$ cat config.mk
export PLATFORM = sky130hd
export DESIGN_NAME = data_memory_dumper
export DESIGN_NICKNAME = d
export VERILOG_FILES = /design/src/rtl/data_memory_dumper.sv
export SDC_FILE = /design/constraint.sdc
export NUM_CORES = 1
export LEC_CHECK = 0
export ABC_AREA = 1
export BUFFER_PORTS_ARGS = -buffer_cell sky130_fd_sc_hd__buf_2
export CAP_MARGIN = 20
export CORE_MARGIN = 2
export CORE_UTILIZATION = 58
export DETAILED_ROUTE_END_ITERATION = 10
export GPL_TIMING_DRIVEN = 0
export PLACE_DENSITY = 0.84
export SYNTH_ARGS = -nofsm -noshare
export SYNTH_HDL_FRONTEND = slang
export SYNTH_SLANG_ARGS = --single-unit
$ cat constraint.sdc
create_clock -name i_clk -period 2.74 [get_ports i_clk]
set_input_delay 0.548 -clock i_clk [delete_from_list [all_inputs] [get_ports i_clk]]
set_output_delay 0.548 -clock i_clk [all_outputs]
set_load 0.005 [all_outputs]
$ cat src/rtl/data_memory_dumper.sv
// data_memory_dumper: walks debug addresses 0..N-1 of the data memory and
// streams each word MSB byte first to the UART TX over valid/ready.
// Ports: i_clk, i_rst (sync, active-high), i_start/i_num_words request,
// o_addr_debug/o_mem_run/i_data_debug memory debug port,
// o_tx_data/o_tx_valid/i_tx_ready TX handshake, o_busy/o_done status.
// Option: define DUMP_CHECKSUM_EN to append an XOR checksum byte.
module data_memory_dumper #(
  parameter int NB_DEPTH = 8,
  parameter int NB_DATA  = 32,
  parameter int NB_BYTE  = 8
) (
  input  logic                i_clk,
  input  logic                i_rst,
  input  logic                i_start,
  input  logic [NB_DEPTH:0]   i_num_words,
  output logic [NB_DEPTH-1:0] o_addr_debug,
  output logic                o_mem_run,
  input  logic [NB_DATA-1:0]  i_data_debug,
  output logic [NB_BYTE-1:0]  o_tx_data,
  output logic                o_tx_valid,
  input  logic                i_tx_ready,
  output logic                o_busy,
  output logic                o_done
);

  localparam int NB_WBYTES = NB_DATA / NB_BYTE;
  localparam int NB_BIDX   = (NB_WBYTES > 1) ? $clog2(NB_WBYTES) : 1;
  localparam logic [NB_BIDX-1:0] LAST_BYTE = NB_BIDX'(NB_WBYTES - 1);

  typedef enum logic [2:0] {
    IDLE,
    ADDR,
    WAIT,
    LOAD,
    SEND,
    NEXT,
`ifdef DUMP_CHECKSUM_EN
    CSUM,
`endif
    DONE
  } state_t;

  state_t                state_q;
  logic [NB_DEPTH:0]     cnt_q;
  logic [NB_DEPTH:0]     idx_q;
  logic [NB_BIDX-1:0]    bidx_q;
  logic [NB_DATA-1:0]    shift_q;
  logic [NB_DEPTH-1:0]   addr_q;
  logic                  run_q;
  logic [NB_BYTE-1:0]    txd_q;
  logic                  txv_q;
  logic                  busy_q;
  logic                  done_q;
`ifdef DUMP_CHECKSUM_EN
  logic [NB_BYTE-1:0]    csum_q;
`endif

  // Index is one bit wider than the address so a full-depth dump
  // reaches the count compare without wrapping.
  logic [NB_DEPTH:0]     idx_d;
  logic [NB_DATA-1:0]    shift_d;
  logic                  accept;

  assign idx_d   = idx_q + 1'b1;
  assign shift_d = shift_q << NB_BYTE;
  assign accept  = txv_q & i_tx_ready;

  always_ff @(posedge i_clk) begin
    if (i_rst) begin
      state_q <= IDLE;
      cnt_q   <= '0;
      idx_q   <= '0;
      bidx_q  <= '0;
      shift_q <= '0;
      addr_q  <= '0;
      run_q   <= 1'b1;
      txd_q   <= '0;
      txv_q   <= 1'b0;
      busy_q  <= 1'b0;
      done_q  <= 1'b0;
`ifdef DUMP_CHECKSUM_EN
      csum_q  <= '0;
`endif
    end else begin
      done_q <= 1'b0;
      unique case (state_q)
        IDLE: begin
          if (i_start) begin
            busy_q <= 1'b1;
            idx_q  <= '0;
            cnt_q  <= i_num_words;
`ifdef DUMP_CHECKSUM_EN
            csum_q <= '0;
`endif
            if (i_num_words != '0) begin
              addr_q  <= '0;
              run_q   <= 1'b0;
              state_q <= ADDR;
            end else begin
`ifdef DUMP_CHECKSUM_EN
              txd_q   <= '0;
              txv_q   <= 1'b1;
              state_q <= CSUM;
`else
              done_q  <= 1'b1;
              state_q <= DONE;
`endif
            end
          end
        end
        ADDR: state_q <= WAIT;
        WAIT: state_q <= LOAD;
        LOAD: begin
          shift_q <= i_data_debug;
          bidx_q  <= '0;
          txd_q   <= i_data_debug[NB_DATA-1 -: NB_BYTE];
          txv_q   <= 1'b1;
          state_q <= SEND;
        end
        SEND: begin
          if (accept) begin
`ifdef DUMP_CHECKSUM_EN
            csum_q <= csum_q ^ txd_q;
`endif
            if (bidx_q == LAST_BYTE) begin
              txv_q   <= 1'b0;
              state_q <= NEXT;
            end else begin
              bidx_q  <= bidx_q + 1'b1;
              shift_q <= shift_d;
              txd_q   <= shift_d[NB_DATA-1 -: NB_BYTE];
            end
          end
        end
        NEXT: begin
          if (idx_d == cnt_q) begin
            run_q  <= 1'b1;
            addr_q <= '0;
`ifdef DUMP_CHECKSUM_EN
            txd_q   <= csum_q;
            txv_q   <= 1'b1;
            state_q <= CSUM;
`else
            done_q  <= 1'b1;
            state_q <= DONE;
`endif
          end else begin
            idx_q   <= idx_d;
            addr_q  <= idx_d[NB_DEPTH-1:0];
            state_q <= ADDR;
          end
        end
`ifdef DUMP_CHECKSUM_EN
        CSUM: begin
          if (accept) begin
            txv_q   <= 1'b0;
            done_q  <= 1'b1;
            state_q <= DONE;
          end
        end
`endif
        DONE: begin
          busy_q  <= 1'b0;
          state_q <= IDLE;
        end
        default: state_q <= IDLE;
      endcase
    end
  end

  assign o_addr_debug = addr_q;
  assign o_mem_run    = run_q;
  assign o_tx_data    = txd_q;
  assign o_tx_valid   = txv_q;
  assign o_busy       = busy_q;
  assign o_done       = done_q;

endmodule
==> impl_metrics.tcl, run 1 <==
set metrics [dict create \
    final_nets 545 \
    syn_avg_cell_area_um2 7.22 \
    start_util 0.599 \
    setup_violations 0 \
    arrival_ns 2.34 \
    stdcell_area_um2 3710 \
    synth_warnings 0 \
    cts_hold_buf 0 \
    syn_area_um2 3060 \
    core_um2 5110 \
    io_pins 65 \
    internal-power_w 0.00211 \
    drt_iter0_markers 240 \
    routed_via_density 5.49 \
    placement.io_buffers 63 \
    dp_hpwl_um 5590 \
    grt_pass1_wl_um 12800 \
    status "finished, final reports clean" \
    multi_input_area_um2 1490 \
    clk_latency_ns 0.35 \
    die_area_um2 5870 \
    drv_slew 0 \
    syn_inst 424 \
    place_area_um2 3460 \
    switching_share 0.331 \
    ys_ff_latch 67 \
    tightestPinTransition_ns 0.520 \
    slowest_stage "dfxtp_1" \
    crit_type "reg2reg" \
    min_period_ns 2.11 \
    cts_buffers 9 \
    most-common-layout-cells "nand2_1 (135), dfxtp_1 (67), buf_2 (65)" \
    worstPathRequired_ns 2.96 \
    post_drt_wl_per_cell_um 13.4 \
    gp_congestion 0.897 \
    first_global_vias 2778 \
    drt-pass1-iter-count 5 \
    max_freq_mhz 473 \
    routed_wl_um 7670 \
    clkSinkCount 67 \
    place_ws_ns 0.704 \
    power_frac_comb 0.268 \
    fillers 423 \
    max-cap-violations 0 \
    path_cells "ha_1 > nand3_1 > inv_2 > nand2_1 > nand3_1 > nand3_1 > nor2_2 > nand3_2 > nand2_1 > nand2_1 > nand2_1 > nand3_1" \
    clk_pin_slew_ns 0.07 \
    clkPwrFrac 0.325 \
    synth_cell_types 29 \
    cts_setup_buffers 0 \
    dieWidth_um 76.6 \
    reg2reg_slack_ns 0.63 \
    clock_skew_ns 0.00831 \
    startpoint_type "flop" \
    grt_overflow 0 \
    vias 3147 \
    holdWs_ns 0.444 \
    syn-num-nets 471 \
    grt_usage 0.274 \
    ys_seq_area_frac 0.438 \
    antenna_found_initial 0 \
    cts_tree "done" \
    critPathMaxFanout 10 \
    grt_max_degree 13 \
    final_common_cell "nand2_1" \
    cellPowerDensity_nw_per_um2 849 \
    die_h_um 76.6 \
    final_hold_viol_count 0 \
    fin_tns_setup_ns 0 \
    h-tree-depth 3 \
    syn_to_final_growth_pct 21.3 \
    rsz0062_at_grt "no" \
    hold_path_class "in2reg" \
    antenna_cells 0 \
    fin_crit_sh 0.772 \
    regArea_um2 1340 \
    cts.repair.resized 0 \
    slowest_delay_ns 0.43 \
    max_slew_margin 0.653 \
    drc 0 \
    finalWorstSetupSlack_ns 0.626 \
    ir_drop_uv 475 \
    end_kind "flop" \
    drive_gt1_frac 0.205 \
    p_switching_w 0.00104 \
    p_seq_frac 0.407 \
    core.rowCount 26 \
    p_leak_nw 1.58 \
    cts.path.max_buffers 2 \
    drtAntennaViolNets 0 \
    cts_root_buf "clkbuf_8" \
]
## sequential cells by signal (all words and copies together), names as in the netlist, 2 cells and up
register	cells
o_tx_data	8
idx_q	9
shift_q	24
state_q	3
cnt_q	9
bidx_q	2
o_addr_debug	8
## stage by stage
stage,std cells,power (W),utilization
floorplan,424,0.00189,-
global placement,557,0.00210,0.678
detailed placement,557,0.00213,0.678
CTS,573,0.00315,0.727
global route,573,0.00334,0.727
finish,573,0.00315,0.727
## worst paths after layout
check / from / end / depth (start not counted)
max: idx_q[0] / o_mem_run / 12
min: i_data_debug[5] / shift_q[5] / 3
max reg2reg: idx_q[0] / o_mem_run / 12
min reg2reg: o_addr_debug[5] / o_addr_debug[5] / 2
## logic make-up after synthesis
kind of cell	Yosys count	synth area share
compound gates	107	0.193
buf+inv	51	0.0740
simple gates	197	0.286
fa+ha+maj	2	0.00818
flops	67	0.438
## metal layers
metal | routed length (um) | vias to the layer above | GRT usage | share of wire
met5 | 0 | - | 0 | 0
met4 | 139 | 0 | 0.124 | 0.018
met3 | 524 | 15 | 0.0474 | 0.068
met2 | 3570 | 115 | 0.436 | 0.47
met1 | 3440 | 1440 | 0.365 | 0.45
li1 | - | 1577 | - | -
## area by class of cell
type,instances,area share
Tap cell,70,0.0236
Inverter,32,0.0330
Clock buffer,10,0.0371
Multi-Input combinational cell,306,0.402
Clock inverter,6,0.0303
Buffer,19,0.0280
Sequential cell,67,0.361
Timing Repair Buffer,63,0.0849
## worst max-delay path: cells and delay by family, from the launching register on
kind,cells,cell delay [ns]
adder cells (fa/ha/maj),1,0.24
buffers and inverters,1,0.11
AND/OR/NAND/NOR,10,1.21
flip-flops,1,0.43
## synthesized netlist by cell type
master / n / area share
a21oi_1: 41 / 0.067
a31oi_1: 24 / 0.049
buf_2: 2 / 0.0033
buf_6: 4 / 0.015
clkbuf_1: 13 / 0.016
dfxtp_1: 67 / 0.44
ha_1: 2 / 0.0082
inv_1: 27 / 0.033
inv_2: 4 / 0.0049
inv_4: 1 / 0.0020
nand2_1: 135 / 0.17
nand2_2: 1 / 0.0020
nand2_4: 2 / 0.0074
nand3_1: 29 / 0.047
nand3_2: 1 / 0.0033
nand4_1: 7 / 0.014
nand4_4: 1 / 0.0069
nor2_1: 12 / 0.015
nor2_2: 5 / 0.010
nor2_4: 1 / 0.0037
nor2_8: 1 / 0.0065
nor4_1: 2 / 0.0041
o211a_1: 1 / 0.0033
o21a_1: 1 / 0.0025
o21ai_0: 11 / 0.018
o21ai_1: 25 / 0.041
o21ai_4: 1 / 0.0053
o21bai_1: 2 / 0.0049
o31ai_1: 1 / 0.0025
## power by group through the flow
stage	Clock, W	Sequential [W]	Combinational (W)
2_1_floorplan	0	0.00128	0.000603
3_3_place_gp	0	0.00129	0.000812
3_5_place_dp	0	0.00130	0.000837
4_1_cts	0.00103	0.00128	0.000844
5_1_grt	0.00108	0.00131	0.000960
6_report	0.00102	0.00128	0.000846
(Power assumes the default switching activity.)
==> run 2, diff against run 1 <==
Settings changed: CORE_UTILIZATION 58 to 49, PLACE_DENSITY 0.84 to 0.76.
Clock period 2.74 ns to 1.9 ns, I/O delays scaled along.
==> run 2 against run 1 <==
Against the previous run:
- the run now ends with negative setup slack left
- hold slack got worse by 0.16 ns
- worst setup slack got worse by 0.67 ns
- total power increased by 39%
- routed wire length increased by 6.9%
- combinational power increased by 64%
- global-route usage decreased by 3.4 points
- fmax increased by 8.8%
- core utilization decreased by 9.1 points
- largest power group unchanged
- highest routed layer unchanged
==> impl_metrics.tcl, run 2 (synthesized netlist as in run 1, its figures left out) <==
set metrics [dict create \
    violations "negative setup slack" \
    antenna_cells 0 \
    final_cell_count_no_fill 584 \
    drc 0 \
    drv_slew 0 \
    dp_hpwl_um 5650 \
    core.rowCount 28 \
    final_nets 553 \
    largest_reg_flops 24 \
    cts.path.max_buffers 2 \
    rsz0062_at_grt "yes" \
    drtAntennaViolNets 0 \
    gp_congestion 0.901 \
    io_pins 65 \
    placed_cells 562 \
    cellPowerDensity_nw_per_um2 1150 \
    final_hold_viol_count 0 \
    setup_violations 10 \
    cts_tree "done" \
    max_slew_margin 0.583 \
    worstPathRequired_ns 2.10 \
    placement.io_buffers 63 \
    reg_top3 "shift_q (24), cnt_q (9), idx_q (9)" \
    routed_via_density 5.49 \
    h-tree-depth 3 \
    cts_buffers 9 \
    max_freq_mhz 515 \
    final_core_util 0.636 \
    grt_max_degree 11 \
    dieWidth_um 83.0 \
    die_area_um2 6890 \
    final_common_cell "nand2_1" \
    vias 3205 \
    start_util 0.511 \
    routed_wl_um 8210 \
    arrival_ns 2.14 \
    drt-pass1-iter-count 7 \
    grt_overflow 0 \
    clk_pin_slew_ns 0.07 \
    first_global_vias 2960 \
    post_drt_wl_per_cell_um 14.1 \
    max-cap-violations 0 \
    fin_crit_sh 1.02 \
    regMostFlops "shift_q" \
    grt_usage 0.240 \
    syn_to_final_growth_pct 24.4 \
    antenna_found_initial 0 \
    clk_latency_ns 0.34 \
    finalWorstSetupSlack_ns -0.0436 \
    status "finished, violations left" \
    core_um2 5990 \
    finalPower_w 0.00437 \
    crit_type "reg2reg" \
    drt_iter0_markers 306 \
    ir_drop_uv 642 \
    most-common-layout-cells "nand2_1 (131), buf_2 (65), dfxtp_1 (62)" \
    grt_pass1_wl_um 13500 \
    clkSinkCount 67 \
    min_period_ns 1.94 \
    clock_skew_ns 0.00675 \
    die_h_um 83.0 \
    hold_path_class "in2reg" \
    cts_root_buf "clkbuf_8" \
    end_kind "flop" \
    startpoint_type "flop" \
    fillers 550 \
    critPathMaxFanout 5 \
    drive_gt1_frac 0.251 \
    tightestPinTransition_ns 0.625 \
    p_leak_nw 1.61 \
]
==> run 2: changes by cell type in the layout (fill, tap and decap cells not counted), sizes merged <==
| cell | change |
|---|---|
| buf | +6 |
| bufinv | -2 |
| clkbuf | +1 |
| clkinv | +2 |
| clkinvlp | -3 |
| nand2 | +1 |
| nand3 | +1 |
==> run 2: worst max-delay path: stages (launching register included) <==
cell and delay [ns]:
dfxtp_4 0.37, ha_4 0.27, inv_2 0.03, nand2_1 0.04, nand2_1 0.05, nor2_2 0.10
nand2_1 0.06, nor2_1 0.11, nand2_1 0.09, nor2_4 0.16, buf_4 0.14, nand3_2 0.14
nand3_1 0.15, a21oi_1 0.08
==> run 2: report_power, final <==
| part | internal, W | switching, W |
|---|---|---|
| Sequential | 0.00169 | 0.000161 |
| Clock | 0.000623 | 0.000516 |
| Combinational | 0.000492 | 0.000895 |
| Total | 0.00280 | 0.00157 |
==> run 2: area by class of cell <==
cell class	count	area, um2	area share
buffer	19	104	0.0273
sequential	67	1350	0.355
clock inverter	3	40.0	0.0105
tap	75	93.8	0.0246
inverter	32	123	0.0322
multi-input combinational	308	1590	0.419
timing repair buffer	69	360	0.0946
clock buffer	11	141	0.0371
==> run 2: repair_timing <==
action                     in CTS  in global routing
pin swaps                       7                 11
gates resized for setup        13                 15
setup buffers                   3                  3
hold buffers                    0                  0
cloned                          2                  0
setup endpoints to repair      19                 39
==> run 2: final timing paths <==
| path | start | end | slack, ns | cells past startpoint |
|---|---|---|---|---|
| min reg2reg | o_addr_debug[6] | o_addr_debug[6] | 0.46 | 2 |
| max | idx_q[1] | o_addr_debug[0] | -0.04 | 13 |
| max reg2reg | idx_q[1] | o_addr_debug[0] | -0.04 | 13 |
| min | i_data_debug[5] | shift_q[5] | 0.29 | 3 |
==> run 2: through the flow <==
step           instance area (um2)  setup WS (ns)  setup TNS, ns  hold WS (ns)
3_3_place_gp                  3470         -0.158          -1.37         0.442
3_5_place_dp                  3470         -0.171          -1.65         0.454
5_1_grt                       3810         -0.163          -2.56         0.291
4_1_cts                       3740      -0.000153      -0.000153         0.278
6_report                      3810        -0.0436         -0.196         0.285
2_1_floorplan                 3060          0.157              0         0.440
==> run 2: layer usage <==
layer  wire, um  global-route usage  up-vias
li1           -                   -     1593
met1       3830               0.328     1450
met2       3580               0.372      141
met3        621              0.0467       21
met4        180              0.0954        0
met5          0                   0        -
==> run 3, diff against run 2 <==
Settings changed: REMOVE_ABC_BUFFERS from default to 1.
==> run 3 against run 2 <==
Against the previous run:
- the flow now finishes without violations
- global-route usage fell by 2.1 points
- largest cell class unchanged
- first-iteration DRC count shrank 1.3%
- critical path type unchanged
- non-clock buffer count down 17
- largest power group unchanged
- fmax is 2.6% higher
- critical endpoint is now idx_q[2]
- cell count down 2.2%
- count of clock-buffer cells in the layout shrank 2
- clock skew is essentially flat
==> impl_metrics.tcl, run 3 (synthesized netlist as in run 1, its figures left out) <==
set metrics [dict create \
    fin_crit_sh 0.997 \
    hold_path_class "in2reg" \
    max_freq_mhz 528 \
    dieWidth_um 83.0 \
    drv_slew 0 \
    drt_iter0_markers 302 \
    drt-pass1-iter-count 5 \
    cellPowerDensity_nw_per_um2 1220 \
    reg_top3 "shift_q (24), cnt_q (9), idx_q (9)" \
    largest_reg_flops 24 \
    vias 3075 \
    die_h_um 83.0 \
    first_global_vias 2695 \
    final_hold_viol_count 0 \
    die_area_um2 6890 \
    final_nets 538 \
    regMostFlops "shift_q" \
    critical_path.most_common_cell "nand2_1" \
    end_kind "flop" \
    path_buf_inv 1 \
    antenna_found_initial 0 \
    start_util 0.511 \
    syn_to_final_growth_pct 24.3 \
    h-tree-depth 3 \
    tightestPinTransition_ns 0.918 \
    p_leak_nw 1.60 \
    place_ws_ns -0.433 \
    max_slew_margin 0.387 \
    worstHoldStart "i_data_debug[1]" \
    routed_via_density 5.39 \
    io_pins 65 \
    grt_usage 0.219 \
    clkSinkCount 67 \
    gp_congestion 0.887 \
    reg2reg_slack_ns 0.006 \
    slowest_stage "dfxtp_4" \
    core_um2 5990 \
    antenna_cells 0 \
    ir_drop_uv 787 \
    core.rowCount 28 \
    post_drt_wl_per_cell_um 13.3 \
    routed_wl_um 7570 \
    startpoint_type "flop" \
    placement.io_buffers 64 \
    status "finished, final reports clean" \
    rsz0062_at_grt "yes" \
    final_core_util 0.635 \
    final_common_cell "nand2_1" \
    timing.rr.start "idx_q[0]" \
    clk_pin_slew_ns 0.08 \
    slowest_delay_ns 0.39 \
    dp_hpwl_um 4690 \
    grt_max_degree 52 \
    critPathMaxFanout 6 \
    worstPathRequired_ns 2.17 \
    cts_buffers 9 \
    finalWorstSetupSlack_ns 0.00579 \
    grt_overflow 0 \
    crit_start "idx_q[0]" \
    drive_gt1_frac 0.250 \
    drtAntennaViolNets 0 \
    clock_skew_ns 0.00724 \
    drc 0 \
    cts_root_buf "clkbuf_8" \
    cts.path.max_buffers 2 \
    cts_tree "done" \
    min_period_ns 1.89 \
    holdWs_ns 0.283 \
    arrival_ns 2.16 \
    max-cap-violations 0 \
    grt_pass1_wl_um 12300 \
    setup_violations 0 \
    most-common-layout-cells "nand2_1 (132), buf_2 (64), dfxtp_1 (61)" \
    crit_type "reg2reg" \
    path_delay_family "simple AND/OR/NAND/NOR gates" \
    finalPower_w 0.00462 \
    clk_latency_ns 0.34 \
    path_cells "ha_4 > nand3_2 > o21bai_1 > nand2_1 > nand2_1 > o21ai_1 > inv_1 > nand4_4 > nand2_4 > nand2_1 > a21oi_1" \
]
run 3: changes by cell type in the layout (fill, tap and decap cells not counted), moves of 2 or more:
cell and delta:
inv_6 +2, a21oi_1 +3, bufinv_16 +2, clkbuf_1 -14, buf_6 -4, a21oi_2 -3
run 3: per-layer routing:
| metal | routed length, um | global-route usage | up-vias |
|---|---|---|---|
| met5 | 0 | 0 | - |
| met4 | 111 | 0.0894 | 0 |
| met3 | 500 | 0.0567 | 11 |
| met2 | 3460 | 0.338 | 104 |
| met1 | 3510 | 0.291 | 1384 |
| li1 | - | - | 1576 |
run 3: timing repair:
item | 4_1_cts | 5_1_grt
setup endpoints to repair | 55 | 49
setup buffers | 3 | 4
hold buffers | 0 | 0
gates cloned | 2 | 2
pin swaps | 10 | 8
resized for setup | 20 | 9
run 3: worst paths after layout:
check	endpoint	cells after the start
worst max register to register	idx_q[2]	11
worst min register to register	shift_q[5]	2
worst max-delay path	idx_q[2]	11
worst min-delay path	shift_q[1]	3
run 3: cell type report:
class                   instances  area (um2)
repair buffers                 71         385
repair inverters                1        8.76
flip-flops and latches         67        1350
fillers                       518        2190
clock inverters                 7         116
well taps                      75        93.8
inverters                      32         138
clock buffers                   9         124
multi-input cells             309        1580
run 3: tightest hold or removal path, stage by stage:
cell and delay (ns):
buf_2 0.10, nand2_1 0.05, a21oi_1 0.05
run 3: through the flow:
step | area [um2] | setup TNS, ns | instances
final | 3800 | 0 | 571
after CTS | 3720 | 0 | 565
after global placement | 3370 | -10.84 | 544
after detailed placement | 3370 | -12.84 | 544
after floorplan | 2960 | -0.00294 | 405
after global routing | 3800 | -2.08 | 571
run 3: report_power, final:
group / switching (W) / internal (W)
sequential: 0.000155 / 0.00169
combinational: 0.000878 / 0.000478
clock: 0.000559 / 0.000869
